## config.mk

```make
export PLATFORM = sky130hd
export DESIGN_NAME = instr_fetch_seq_flat
export DESIGN_NICKNAME = d
export VERILOG_FILES = /design/src/rtl/instr_fetch_seq_if.sv /design/src/rtl/instr_fetch_seq.sv /design/src/flat_wrapper.sv
export SDC_FILE = /design/constraint.sdc
export NUM_CORES = 1
export LEC_CHECK = 0
export CORE_ASPECT_RATIO = 0.6
export CORE_MARGIN = 2
export CORE_UTILIZATION = 50
export CTS_CLUSTER_DIAMETER = 150
export DETAILED_ROUTE_END_ITERATION = 8
export HOLD_SLACK_MARGIN = 0.1
export PLACE_DENSITY = 0.75
export SYNTH_ARGS = -nofsm -noshare
export SYNTH_HDL_FRONTEND = slang
export SYNTH_SLANG_ARGS = --single-unit
```

## constraint.sdc

```tcl
create_clock -name clk -period 2.05 [get_ports clk]
set_input_delay 0.41 -clock clk [delete_from_list [all_inputs] [get_ports clk]]
set_output_delay 0.41 -clock clk [all_outputs]
set_load 0.01 [all_outputs]
```

## src/rtl/instr_fetch_seq_if.sv

```systemverilog
// Beat-in / decoded-instruction-out bundle for the instruction fetch sequencer.
// The master side drives beats and the slave side (the fetch unit) drives the decoded fields.
interface instr_fetch_seq_if #(
  parameter int IN_W  = 6,
  parameter int OP_W  = 3,
  parameter int REG_W = 3,
  parameter int IMM_W = 8
);
  logic [IN_W-1:0]  in;
  logic             in_valid;
  logic             op_valid;
  logic [OP_W-1:0]  opcode;
  logic [REG_W-1:0] src_a;
  logic [REG_W-1:0] src_b;
  logic [REG_W-1:0] dest;
  logic [IMM_W-1:0] imm;
  logic             busy;

  modport master (
    output in, in_valid,
    input  op_valid, opcode, src_a, src_b, dest, imm, busy
  );

  modport slave (
    input  in, in_valid,
    output op_valid, opcode, src_a, src_b, dest, imm, busy
  );
endinterface

```

## src/rtl/instr_fetch_seq.sv

```systemverilog
// Multi-beat instruction fetch/decode front end: assembles register- and
// immediate-format instructions from narrow beats and issues them with a one-cycle op_valid.
module instr_fetch_seq #(
  parameter int IN_W  = 6,
  parameter int OP_W  = 3,
  parameter int REG_W = 3,
  parameter int IMM_W = 8
) (
  input logic              clk,
  input logic              rst,
  instr_fetch_seq_if.slave bus
);
  localparam int IMM_BEATS = (IMM_W + IN_W - 1) / IN_W;
  localparam int CNT_W     = (IMM_BEATS > 1) ? $clog2(IMM_BEATS) : 1;

  typedef logic [CNT_W-1:0] cnt_t;
  typedef enum logic [1:0] {IDLE, REG_B1, IMM} state_t;

  localparam cnt_t LAST_CNT = cnt_t'(IMM_BEATS - 1);

  state_t           state;
  cnt_t             cnt;
  logic [OP_W-1:0]  sh_opcode;
  logic [REG_W-1:0] sh_fld;
  logic [IMM_W-1:0] sh_imm;
  logic [IMM_W-1:0] imm_next;

  logic             op_valid_q;
  logic [OP_W-1:0]  opcode_q;
  logic [REG_W-1:0] src_a_q;
  logic [REG_W-1:0] src_b_q;
  logic [REG_W-1:0] dest_q;
  logic [IMM_W-1:0] imm_q;
  logic             busy_q;

  logic [OP_W-1:0]  beat_op;
  logic [REG_W-1:0] beat_fld;

  assign beat_op  = bus.in[IN_W-1:REG_W];
  assign beat_fld = bus.in[REG_W-1:0];

  // Merge the current beat into chunk cnt of the immediate; bits past IMM_W are dropped.
  always_comb begin
    imm_next = sh_imm;
    for (int unsigned i = 0; i < IMM_W; i++) begin
      if (cnt_t'(i / IN_W) == cnt) imm_next[i] = bus.in[i % IN_W];
    end
  end

  always_ff @(posedge clk) begin
    if (rst) begin
      state      <= IDLE;
      cnt        <= '0;
      sh_opcode  <= '0;
      sh_fld     <= '0;
      sh_imm     <= '0;
      op_valid_q <= 1'b0;
      opcode_q   <= '0;
      src_a_q    <= '0;
      src_b_q    <= '0;
      dest_q     <= '0;
      imm_q      <= '0;
      busy_q     <= 1'b0;
    end else begin
      op_valid_q <= 1'b0;
      if (bus.in_valid) begin
        unique case (state)
          IDLE: begin
            if (beat_op != '0) begin
              sh_opcode <= beat_op;
              sh_fld    <= beat_fld;
              sh_imm    <= '0;
              cnt       <= '0;
              state     <= beat_op[OP_W-1] ? IMM : REG_B1;
              busy_q    <= 1'b1;
            end
          end
          REG_B1: begin
            op_valid_q <= 1'b1;
            opcode_q   <= sh_opcode;
            src_a_q    <= sh_fld;
            src_b_q    <= bus.in[2*REG_W-1:REG_W];
            dest_q     <= bus.in[REG_W-1:0];
            imm_q      <= '0;
            state      <= IDLE;
            busy_q     <= 1'b0;
          end
          IMM: begin
            sh_imm <= imm_next;
            if (cnt == LAST_CNT) begin
              op_valid_q <= 1'b1;
              opcode_q   <= sh_opcode;
              src_a_q    <= '0;
              src_b_q    <= '0;
              dest_q     <= sh_fld;
              imm_q      <= imm_next;
              cnt        <= '0;
              state      <= IDLE;
              busy_q     <= 1'b0;
            end else begin
              cnt <= cnt + cnt_t'(1);
            end
          end
          default: begin
            state  <= IDLE;
            busy_q <= 1'b0;
          end
        endcase
      end
    end
  end

  assign bus.op_valid = op_valid_q;
  assign bus.opcode   = opcode_q;
  assign bus.src_a    = src_a_q;
  assign bus.src_b    = src_b_q;
  assign bus.dest     = dest_q;
  assign bus.imm      = imm_q;
  assign bus.busy     = busy_q;
endmodule

```

## src/flat_wrapper.sv

```systemverilog
// flat-port wrapper written by rule: the top's interface ports become plain ports
module instr_fetch_seq_flat 
#(
  parameter int IN_W  = 6,
  parameter int OP_W  = 3,
  parameter int REG_W = 3,
  parameter int IMM_W = 8
)
  (clk, rst, bus_in, bus_in_valid, bus_op_valid, bus_opcode, bus_src_a, bus_src_b, bus_dest, bus_imm, bus_busy);
  instr_fetch_seq_if #(.IN_W(IN_W), .OP_W(OP_W), .REG_W(REG_W), .IMM_W(IMM_W)) bus_i ();
  input logic clk;
  input logic rst;
  input wire logic [$bits(bus_i.in)-1:0] bus_in;
  input wire logic [$bits(bus_i.in_valid)-1:0] bus_in_valid;
  output wire logic [$bits(bus_i.op_valid)-1:0] bus_op_valid;
  output wire logic [$bits(bus_i.opcode)-1:0] bus_opcode;
  output wire logic [$bits(bus_i.src_a)-1:0] bus_src_a;
  output wire logic [$bits(bus_i.src_b)-1:0] bus_src_b;
  output wire logic [$bits(bus_i.dest)-1:0] bus_dest;
  output wire logic [$bits(bus_i.imm)-1:0] bus_imm;
  output wire logic [$bits(bus_i.busy)-1:0] bus_busy;
  assign bus_i.in = bus_in;
  assign bus_i.in_valid = bus_in_valid;
  assign bus_op_valid = bus_i.op_valid;
  assign bus_opcode = bus_i.opcode;
  assign bus_src_a = bus_i.src_a;
  assign bus_src_b = bus_i.src_b;
  assign bus_dest = bus_i.dest;
  assign bus_imm = bus_i.imm;
  assign bus_busy = bus_i.busy;
  instr_fetch_seq #(.IN_W(IN_W), .OP_W(OP_W), .REG_W(REG_W), .IMM_W(IMM_W)) u_core (.clk(clk), .rst(rst), .bus(bus_i));
endmodule
```

Yosys cells after proc, flatten, opt, wreduce, memory -nomap -nowiden
Cells that the tools add are included.
W data, S select, Z words.
{ "word_totals": {"out_inout_bits": 22, "regBits": 39, "in_bits": 9, "word_cells": 58} }
{ "op_classes": {"bitwise_logic": 1, "reduce_logical": 9, "n_addsub": 1, "n_eq_ne": 4, "mux": 31} }
{ "ops": {"columns": ["op", "count"], "rows": [
  ["$pmux W8 S2", 2],
  ["$pmux W3 S2", 4],
  ["$mux W8", 2],
  ["$mux W1", 13],
  ["$reduce_and A3 Y1", 4],
  ["$mux W3", 3],
  ["$mux W2", 3],
  ["$pmux W1 S2", 3],
  ["$ne A2 B1 Y1 const B", 2],
  ["$pmux W2 S2", 1],
  ["$reduce_bool A2 Y1", 2],
  ["$reduce_bool A3 Y1", 1],
  ["$eq A2 B1 Y1 const B", 1],
  ["$eq A2 B2 Y1 const B", 1],
  ["$logic_not A2 Y1", 1],
  ["$reduce_or A2 Y1", 1],
  ["$add A1 B1 Y1 const B", 1],
  ["$not A1 Y1", 1]
]} }

Logic depth before layout (Yosys ltp)
Gate-level depths: netlist of run 1.
{ "depth": {"ltp_word": 3, "ltp_mapped": 6, "depth_no_buf": 5} }

Least setup slack after synthesis of run 1
OpenSTA, ideal clock, no wires.
{ "synth_path": {"path_type": "register -> register", "from": "reg u_core.state[1]", "to": "reg u_core.imm_q[0] (netlist: u_core.bus.imm[0])", "period_less_slack_ps": 1513, "setup_ps": 59, "path_stages_with_launch": 7, "n_path_buf": 1, "arrival_ps": 1454, "setup_slack_ps": 537, "t_required_ps": 1991, "path_cell_list": "dfxtp_1 inv_1 ha_1 clkbuf_1 mux2_2 a21oi_2 a22o_1"} }
{ "synth_via": {"elab_chain_len": 3, "word_cells_on_any_way": 6, "classes_between": "eq/ne: 3; mux: 1; reduce/logical: 2"} }
{ "synth_rtl": {"columns": ["element", "line_no", "rtl"], "rows": [
  ["from (decl)", "instr_fetch_seq.sv:21", "state_t state;"],
  ["from (signal assigned)", "instr_fetch_seq.sv:74", "state <= beat_op[OP_W-1] ? IMM : REG_B1;"],
  ["$eq A2 B2 Y1 or $eq A2 B1 Y1 (tied branches)", "instr_fetch_seq.sv:67", "unique case (state)"],
  ["$ne A2 B1 Y1 (no line) or $reduce_bool A2 Y1 (tied branches)", null, null],
  ["$reduce_and A3 Y1 (no line)", null, null],
  ["to (signal assigned)", "instr_fetch_seq.sv:96", "imm_q <= imm_next;"],
  ["to (decl)", "instr_fetch_seq.sv:33", "logic [IMM_W-1:0] imm_q;"]
]} }
Parallel ways exist; a longest one is shown, timed or not.
A chain may end at the register's enable or synchronous reset.

Worst setup path in the final report of run 1
{ "layout_path": {"from": "reg u_core.state[0]", "to": "reg u_core.sh_imm[3]"} }
{ "layout_via": {"elab_chain_len": 3, "word_cells_on_any_way": 6, "classes_between": "eq/ne: 2; mux: 1; reduce/logical: 3"} }
{ "layout_rtl": {"columns": ["element", "line_no", "rtl"], "rows": [
  ["$eq A2 B2 Y1 or $logic_not A2 Y1 (tied branches)", "instr_fetch_seq.sv:67", null],
  ["$reduce_bool A2 Y1 (no line) or $ne A2 B1 Y1 (tied branches)", null, null],
  ["$reduce_and A3 Y1 (no line)", null, null],
  ["to (signal assigned)", "instr_fetch_seq.sv:89", "sh_imm <= imm_next;"],
  ["to (decl)", "instr_fetch_seq.sv:25", "logic [IMM_W-1:0] sh_imm;"]
]} }
Parallel ways exist; a longest one is shown, timed or not.

==> results.json, run 1 <==
{
  "layout_min_cycle_time_ps": 1870,
  "die-area_sq_um": 3520,
  "place_ws_ps": -39.5,
  "grt_max_degree": 25,
  "cts_tree": "yes",
  "area_growth_pct": 32.6,
  "regToRegStartpoint": "u_core.state[0]$_SDFFE_PP0P_",
  "yosys-top-cells-area": "dfxtp_1 49%, a21oi_1 5.6%, a22o_1 4.6%",
  "clock-root-buffer": "clkbuf_8",
  "gp_congestion": 0.824,
  "drive_gt1_share_pct": 13.0,
  "relSlewSlack_pct": 72.7,
  "cp_max_fo": 8,
  "netlist_instances": 154,
  "core_region_area_sq_um": 2890,
  "setup_viol": 0,
  "crit_required_ps": 2240,
  "min_path_type": "reg2reg",
  "dr.pass1.iters": 4,
  "clk_pin_slew_worst_paths_ps": 70,
  "syn_nets": 166,
  "diodes": 0,
  "synth_area_leader_cell": "dfxtp_1",
  "synth_top_area_share_pct": 48.6,
  "ys_seq_area_share_pct": 48.6,
  "final_nets": 203,
  "ir_worst_vdd_v": 0.000429,
  "synth_edf_count": 0,
  "worst_hold_slack_ps": 460,
  "fp.dieW_um": 75.3,
  "clock_skew_ps": 5.44,
  "finalHoldViolations": 0,
  "synthFlopType": "dfxtp_1",
  "fin_ws_ps": 178,
  "synthArstFlopShare_pct": 0,
  "avgSynthCellArea_sq_um": 9.90,
  "io_pins": 31,
  "outcome": "finished, final reports clean",
  "grt_pass1_vias": 1182,
  "grt_usage_pct": 22.5,
  "cts_max_level": 2,
  "yosysWarningCount": 0,
  "grt_first_pass_wirelength_mm": 5.62,
  "cts_sinks": 37,
  "num_vias": 1305,
  "antenna_found_initial": 0,
  "postPlaceCellArea_sq_um": 1940,
  "clockBufferDepth": 2,
  "p_leak_nw": 0.711,
  "drtIter0Drc": 66,
  "row_count": 15,
  "power_mw": 1.46,
  "start_util_pct": 52.8,
  "routedWlPerCell_um": 15.3,
  "port_buffers": 30,
  "ant_nets": 0,
  "finalInstanceArea_sq_um": 2020,
  "synthesis.area_sq_um": 1530,
  "finalWirelength_mm": 3.57,
  "min-delay-start": "u_core.sh_opcode[0]$_SDFFE_PP0P_",
  "drv_cap": 0,
  "ys_seq_elements": 37,
  "period_share_pct": 91.3,
  "synth.distinct_cells": 32,
  "postCtsSetupBuffers": 0,
  "dp_cells": 226,
  "numCtsBuffers": 5,
  "stdcell_count": 234,
  "critPathKind": "reg2reg",
  "slew_violations": 0,
  "vias_per_cell": 5.58,
  "overflow": 0,
  "cp-end-kind": "flop",
  "fmax_ghz": 0.534,
  "cp-start-kind": "flop",
  "clk_latency_ps": 290,
  "die_h_um": 46.8,
  "drcViolationCount": 0,
  "setup.worst_path.start": "u_core.state[0]$_SDFFE_PP0P_",
  "worstMarginPinSlew_ps": 410,
  "rsz0062_at_grt": "false",
  "pwr_density_cell_nw_per_um2": 720,
  "dpl.hpwl_mm": 2.54,
  "critPathArrivalTime_ps": 2070
}
==> timing repair <==
| action | CTS | global route |
|---|---|---|
| resized for setup | 0 | 1 |
| endpoints found under the setup margin | 0 | 6 |
| hold buffers | 0 | 0 |
==> cells in the final DEF, fill, tap and decap left out, types with 3 or more instances in the layout <==
| cell | count |
|---|---|
| a211oi_1 | 3 |
| a21oi_1 | 17 |
| a22o_1 | 8 |
| buf_4 | 8 |
| clkbuf_8 | 5 |
| clkdlybuf4s50_1 | 30 |
| dfxtp_1 | 37 |
| ha_1 | 3 |
| inv_1 | 9 |
| mux2i_1 | 7 |
| nand2_1 | 4 |
| nand2b_1 | 6 |
| nand3_1 | 6 |
| nand4b_1 | 6 |
| nor2_1 | 4 |
| o21ai_0 | 10 |
| o32ai_1 | 7 |
==> critical path, stage by stage (launching register included) <==
cell,delay [ps]
dfxtp_1,320
inv_1,100
ha_1,320
buf_4,220
o21ai_1,100
or3b_1,520
o32ai_1,190
==> per-layer routing <==
metal	track usage, %	wire [um]	vias to the layer above
li1	-	-	635
met1	30.8	1770	628
met2	33.4	1570	36
met3	8.37	189	6
met4	7.37	40	0
met5	0	0	-
==> cell usage after synthesis (all sizes together) (2+ instances only) <==
master	instances
nand3	6
o32ai	7
clkbuf	8
nor3	2
nor2	4
nand2	4
nand4b	6
a211oi	3
dfxtp	37
o31ai	2
ha	3
nand2b	6
a22o	8
inv	10
buf	2
mux2i	7
a21oi	19
o21ai	11
==> path summary, 6_finish.rpt <==
check                                                        end  slack (ps)  cells past startpoint
worst max-delay path               u_core.sh_imm[3]$_SDFFE_PP0P_         180                      6
worst min-delay path            u_core.sh_opcode[0]$_SDFFE_PP0P_         460                      2
worst max register to register     u_core.sh_imm[3]$_SDFFE_PP0P_         180                      6
worst min register to register  u_core.sh_opcode[0]$_SDFFE_PP0P_         460                      2
==> power by group <==
group	internal, mW	switching, mW
sequential	0.741	0.0137
clock	0.235	0.259
combinational	0.0949	0.112
==> layout make-up <==
type                       instances  area, sq um
fill                             225          867
sequential                        37          741
multi-input combinational         97          709
timing repair buffer              40          400
clock buffer                       6         72.6
tap                               42         52.6
inverter                          10         37.5
clock inverter                     2         10.0
==> kinds of logic after synthesis <==
logic type | synth area share (%)
compound gates | 23.1
flops | 48.6
simple gates | 15.3
buf+inv | 5.25
mux | 5.33
fa+ha+maj | 2.46
==> sequential cells by signal, summed over array words and instances (netlist names) <==
| signal | flops |
|---|---|
| u_core.bus.imm | 8 |
| u_core.sh_imm | 6 |
| u_core.bus.dest | 3 |
| u_core.bus.opcode | 3 |
| u_core.bus.src_a | 3 |
| u_core.bus.src_b | 3 |
| u_core.sh_fld | 3 |
| u_core.sh_opcode | 3 |
| u_core.state | 2 |
| u_core.bus.busy | 1 |
| u_core.bus.op_valid | 1 |
| u_core.cnt | 1 |
==> stage by stage <==
step | setup TNS (ps) | util (%)
detailed placement | -90.5 | 67.0
global placement | 0 | 67.0
finish | 0 | 70.0
global route | 0 | 70.0
floorplan | 0 | -
CTS | 0 | 69.8
Power figures use the tool's default switching activity.
==> inputs of run 2 (changes only) <==
--- a/config.mk
+++ b/config.mk
@@ -10,6 +10,7 @@
 export CORE_UTILIZATION = 50
 export CTS_CLUSTER_DIAMETER = 150
 export DETAILED_ROUTE_END_ITERATION = 8
+export GPL_TIMING_DRIVEN = 0
 export HOLD_SLACK_MARGIN = 0.1
 export PLACE_DENSITY = 0.75
 export SYNTH_ARGS = -nofsm -noshare
==> run 2 against run 1 <==
Compared with the run above: sequential share of layout area grew 1.3 points; first-iteration DRC count is 30% higher; sequential power is essentially flat.
==> results.json, run 2 (synthesized netlist as in run 1, its figures left out) <==
{
  "outcome": "finished, final reports clean",
  "crit_required_ps": 2270,
  "ir_worst_vdd_v": 0.000435,
  "drcViolationCount": 0,
  "postCtsSetupBuffers": 0,
  "overflow": 0,
  "pwr_density_cell_nw_per_um2": 728,
  "layout_commonest_cell": "dfxtp_1",
  "gp_congestion": 0.830,
  "num_vias": 1328,
  "critPathKind": "reg2reg",
  "port_buffers": 29,
  "cp-end-kind": "flop",
  "drive_gt1_share_pct": 7.85,
  "power_mw": 1.42,
  "dp_cells": 225,
  "cts_tree": "yes",
  "dr.pass1.iters": 4,
  "critPathArrivalTime_ps": 2090,
  "clk_pin_slew_worst_paths_ps": 70,
  "area_growth_pct": 28.0,
  "largest_reg_flops": 8,
  "fmax_ghz": 0.534,
  "finalWirelength_mm": 3.66,
  "routed-wl-met3_um": 224,
  "grt_pass1_vias": 1220,
  "drtIter0Drc": 86,
  "final_cell_mix": "37 x dfxtp_1, 29 x clkdlybuf4s50_1, 17 x a21oi_1",
  "rsz0062_at_grt": "false",
  "cts_max_level": 2,
  "worstMarginPinSlew_ps": 697,
  "die-area_sq_um": 3520,
  "p_leak_nw": 0.658,
  "wl_met2_mm": 1.60,
  "place_ws_ps": -97.4,
  "dpl.hpwl_mm": 2.65,
  "grt_max_degree": 11,
  "routedWlPerCell_um": 15.7,
  "ant_nets": 0,
  "tns_ps": 0,
  "start_util_pct": 52.8,
  "io_pins": 31,
  "period_share_pct": 91.3,
  "fin_ws_ps": 178,
  "grt_first_pass_wirelength_mm": 5.61,
  "clock-root-buffer": "clkbuf_8",
  "postCtsHoldBufs": 0,
  "clockBufferDepth": 2,
  "diodes": 0,
  "clock_skew_ps": 4.30,
  "row_count": 15,
  "cts-resized-gates": 0,
  "fp.dieW_um": 75.3,
  "slew_violations": 0,
  "numCtsBuffers": 5,
  "core_region_area_sq_um": 2890,
  "wl_met1_mm": 1.78,
  "cts_sinks": 37,
  "finalInstanceArea_sq_um": 1950,
  "relSlewSlack_pct": 53.5,
  "drv_cap": 0,
  "stdcell_count": 233,
  "final_nets": 202,
  "cp-start-kind": "flop",
  "fillers": 252,
  "layout_min_cycle_time_ps": 1870,
  "die_h_um": 46.8,
  "clk_latency_ps": 280,
  "finalHoldViolations": 0,
  "setup_viol": 0,
  "highest_layer": "met4",
  "antenna_found_initial": 0,
  "grt_usage_pct": 22.0,
  "vias_per_cell": 5.70,
  "postPlaceCellArea_sq_um": 1870,
  "cp_max_fo": 9,
  "min_path_type": "reg2reg"
}
run 2: cell count changes in the layout (fill, tap and decap cells not counted):
cell / change
nor3b_1: +1
mux2i_1: -1
buf_2: +1
mux2i_2: +1
clkdlybuf4s50_1: -1
clkbuf_1: +10
nor3b_2: -1
clkinv_2: -2
buf_12: -2
buf_4: -7
run 2: final timing paths:
check	depth (start not counted)	slack [ps]	end	startpoint
setup reg to reg	6	180	u_core.bus.imm[6]$_SDFFE_PP0P_	u_core.state[1]$_SDFFE_PP0P_
setup / recovery	6	180	u_core.bus.imm[6]$_SDFFE_PP0P_	u_core.state[1]$_SDFFE_PP0P_
hold / removal	2	470	u_core.sh_opcode[2]$_SDFFE_PP0P_	u_core.sh_opcode[2]$_SDFFE_PP0P_
hold reg to reg	2	470	u_core.sh_opcode[2]$_SDFFE_PP0P_	u_core.sh_opcode[2]$_SDFFE_PP0P_
run 2: where the power goes:
part | internal [mW] | total [mW] | switching (mW)
combinational | 0.0797 | 0.193 | 0.113
clock | 0.241 | 0.473 | 0.231
sequential | 0.742 | 0.755 | 0.0134
total | 1.06 | 1.42 | 0.358
run 2: worst max-delay path: stages, from the launching register on:
cell and delay [ps]:
dfxtp_1 340, inv_1 80, ha_1 180, clkbuf_1 230, mux2_2 420, a21oi_2 370
a22o_1 200
run 2: area by class of cell:
| class | instances | area (sq um) | share of cell area (%) |
|---|---|---|---|
| multi-input combinational | 97 | 708 | 36.3 |
| tap | 42 | 52.6 | 2.69 |
| buffer | 10 | 42.5 | 2.18 |
| inverter | 10 | 37.5 | 1.92 |
| timing repair buffer | 29 | 290 | 14.9 |
| sequential | 37 | 741 | 37.9 |
| clock buffer | 8 | 80.1 | 4.10 |
run 2: per-stage QoR:
step / utilization, % / hold WS, ps
after floorplan: - / 437
after global placement: 64.6 / 446
after detailed placement: 64.6 / 455
after CTS: 67.4 / 466
after global routing: 67.5 / 478
final: 67.5 / 467
run 2: per-layer routing:
metal,track usage (%),vias up
met3,6.01,9
met2,32.9,52
met1,30.9,628
li1,-,639
met4,8.42,0
met5,0,-
==> inputs of run 3 (changes only) <==
--- a/config.mk
+++ b/config.mk
@@ -7,12 +7,13 @@
 export LEC_CHECK = 0
 export CORE_ASPECT_RATIO = 0.6
 export CORE_MARGIN = 2
-export CORE_UTILIZATION = 50
+export CORE_UTILIZATION = 60
 export CTS_CLUSTER_DIAMETER = 150
 export DETAILED_ROUTE_END_ITERATION = 8
+export DONT_BUFFER_PORTS = 1
 export GPL_TIMING_DRIVEN = 0
 export HOLD_SLACK_MARGIN = 0.1
-export PLACE_DENSITY = 0.75
+export PLACE_DENSITY = 0.73
 export SYNTH_ARGS = -nofsm -noshare
 export SYNTH_HDL_FRONTEND = slang
 export SYNTH_SLANG_ARGS = --single-unit
==> run 3 against run 2 <==
Compared with the run above: setup slack worse by 18 ps; clock skew is 3.2 ps higher; critical path depth stayed put; power is 2.4% higher; sequential cell count stayed put; critical path type unchanged; largest power group unchanged.
==> results.json, run 3 (synthesized netlist as in run 1, its figures left out) <==
{
  "cp-end-kind": "flop",
  "area_growth_pct": 9.84,
  "critPathMaxStageDelay_ps": 420,
  "clockBufferDepth": 2,
  "slew_violations": 0,
  "power_frac_comb_pct": 10.3,
  "critPathArrivalTime_ps": 2110,
  "cp_cell_sequence": "inv_1, ha_1, clkbuf_1, mux2_2, a21oi_2, a22o_1",
  "final_cell_mix": "37 x dfxtp_1, 17 x a21oi_1, 10 x o21ai_0",
  "clk_pin_slew_worst_paths_ps": 70,
  "clkPwrFrac_pct": 37.4,
  "drcViolationCount": 0,
  "row_count": 14,
  "grt_usage_pct": 24.9,
  "drtIter0Drc": 151,
  "relSlewSlack_pct": 61.3,
  "finalWirelength_mm": 3.41,
  "grt_max_degree": 12,
  "cts_max_level": 2,
  "p_switching_uw": 353,
  "grt_first_pass_wirelength_mm": 5.64,
  "layout_min_cycle_time_ps": 1890,
  "crit_required_ps": 2270,
  "fp.dieW_um": 69.1,
  "diodes": 0,
  "cp_max_fo": 9,
  "dr.pass1.iters": 4,
  "finalHoldViolations": 0,
  "dpl.hpwl_mm": 2.40,
  "gp_congestion": 0.805,
  "grt_pass1_vias": 1099,
  "critPathKind": "reg2reg",
  "clk_latency_ps": 280,
  "outcome": "finished, final reports clean",
  "period_share_pct": 92.2,
  "overflow": 0,
  "routedWlPerCell_um": 17.6,
  "cts_sinks": 37,
  "finalInstanceArea_sq_um": 1680,
  "tns_ps": 0,
  "setup_viol": 0,
  "port_buffers": 0,
  "min_path_type": "in2reg",
  "p_seq_share_pct": 52.2,
  "clock-root-buffer": "clkbuf_8",
  "numCtsBuffers": 5,
  "num_vias": 1186,
  "switching_share_pct": 24.3,
  "p_int_mw": 1.10,
  "cp-start-kind": "flop",
  "clock_skew_ps": 7.54,
  "cts_tree": "yes",
  "postCtsHoldBufs": 0,
  "p_leak_nw": 0.573,
  "worstMarginPinSlew_ps": 577,
  "antenna_found_initial": 0,
  "start_util_pct": 62.2,
  "cpMaxStageDelayCell": "mux2_2",
  "postPlaceCellArea_sq_um": 1570,
  "drv_cap": 0,
  "final_nets": 173,
  "pwr_density_cell_nw_per_um2": 868,
  "layout_commonest_cell": "dfxtp_1",
  "die-area_sq_um": 2970,
  "io_pins": 31,
  "largest_reg_flops": 8,
  "core_region_area_sq_um": 2450,
  "vias_per_cell": 6.11,
  "fmax_ghz": 0.529,
  "ir_worst_vdd_v": 0.000418,
  "rsz0062_at_grt": "false",
  "ant_nets": 0,
  "drive_gt1_share_pct": 11.7,
  "die_h_um": 43.1
}
[run 3: changes by cell type in the layout (fill, tap and decap cells not counted), sizes merged]
cell           previous run  this run
clkdlybuf4s50            29         0
clkinv                    0         1
clkbuf                   16        15
[run 3: power by group through the flow]
| stage | combinational (mW) | clock (mW) | sequential [mW] |
|---|---|---|---|
| after floorplan | 0.114 | 0 | 0.772 |
| after global placement | 0.139 | 0 | 0.775 |
| after detailed placement | 0.144 | 0 | 0.776 |
| after CTS | 0.146 | 0.550 | 0.760 |
| after global routing | 0.166 | 0.587 | 0.762 |
| final | 0.150 | 0.544 | 0.760 |
[run 3: final cells by class]
type,instances,area (sq um)
Buffer,10,42.5
Clock buffer,7,96.3
Clock inverter,1,5.00
Fill cell,201,777
Inverter,10,37.5
Multi-Input combinational cell,97,713
Sequential cell,37,741
Tap cell,32,40.0
[run 3: stage by stage]
step / cells / hold WS (ps) / util, % / setup slack, ps / power (mW)
final: 194 / 266 / 68.3 / 160 / 1.45
after global routing: 194 / 261 / 68.3 / 32.5 / 1.52
after CTS: 194 / 261 / 68.0 / 111 / 1.46
after detailed placement: 186 / 455 / 63.8 / 138 / 0.920
after global placement: 186 / 445 / 63.8 / 201 / 0.913
after floorplan: 154 / 437 / - / 537 / 0.886
[run 3: final timing paths]
check                                   startpoint                                to  slack [ps]  cells after the start
setup / recovery      u_core.state[1]$_SDFFE_PP0P_    u_core.bus.imm[1]$_SDFFE_PP0P_         160                      6
hold / removal                           bus_in[1]    u_core.bus.imm[7]$_SDFFE_PP0P_         270                      1
setup reg to reg      u_core.state[1]$_SDFFE_PP0P_    u_core.bus.imm[1]$_SDFFE_PP0P_         160                      6
hold reg to reg   u_core.sh_opcode[1]$_SDFFE_PP0P_  u_core.sh_opcode[1]$_SDFFE_PP0P_         460                      2
[run 3: critical path: cells and delay by family (launching register included)]
family          cells  cell delay (ps)
mux                 1              420
flops               1              330
compound gates      2              600
fa+ha+maj           1              180
buf+inv             2              290
[run 3: per-layer routing]
| layer | wire [um] | global-route usage [%] | share of wire [%] |
|---|---|---|---|
| met1 | 1690 | 35.8 | 50 |
| met3 | 238 | 7.84 | 7.0 |
| met4 | 31 | 9.41 | 0.91 |
| met5 | 0 | 0 | 0 |
| met2 | 1450 | 34.8 | 42 |
[run 3: repair_timing]
| item | CTS | global route |
|---|---|---|
| endpoints found under the setup margin | 0 | 4 |
| buffers inserted | 0 | 0 |
| hold endpoints to repair | 0 | 0 |
| gates resized for setup | 0 | 2 |
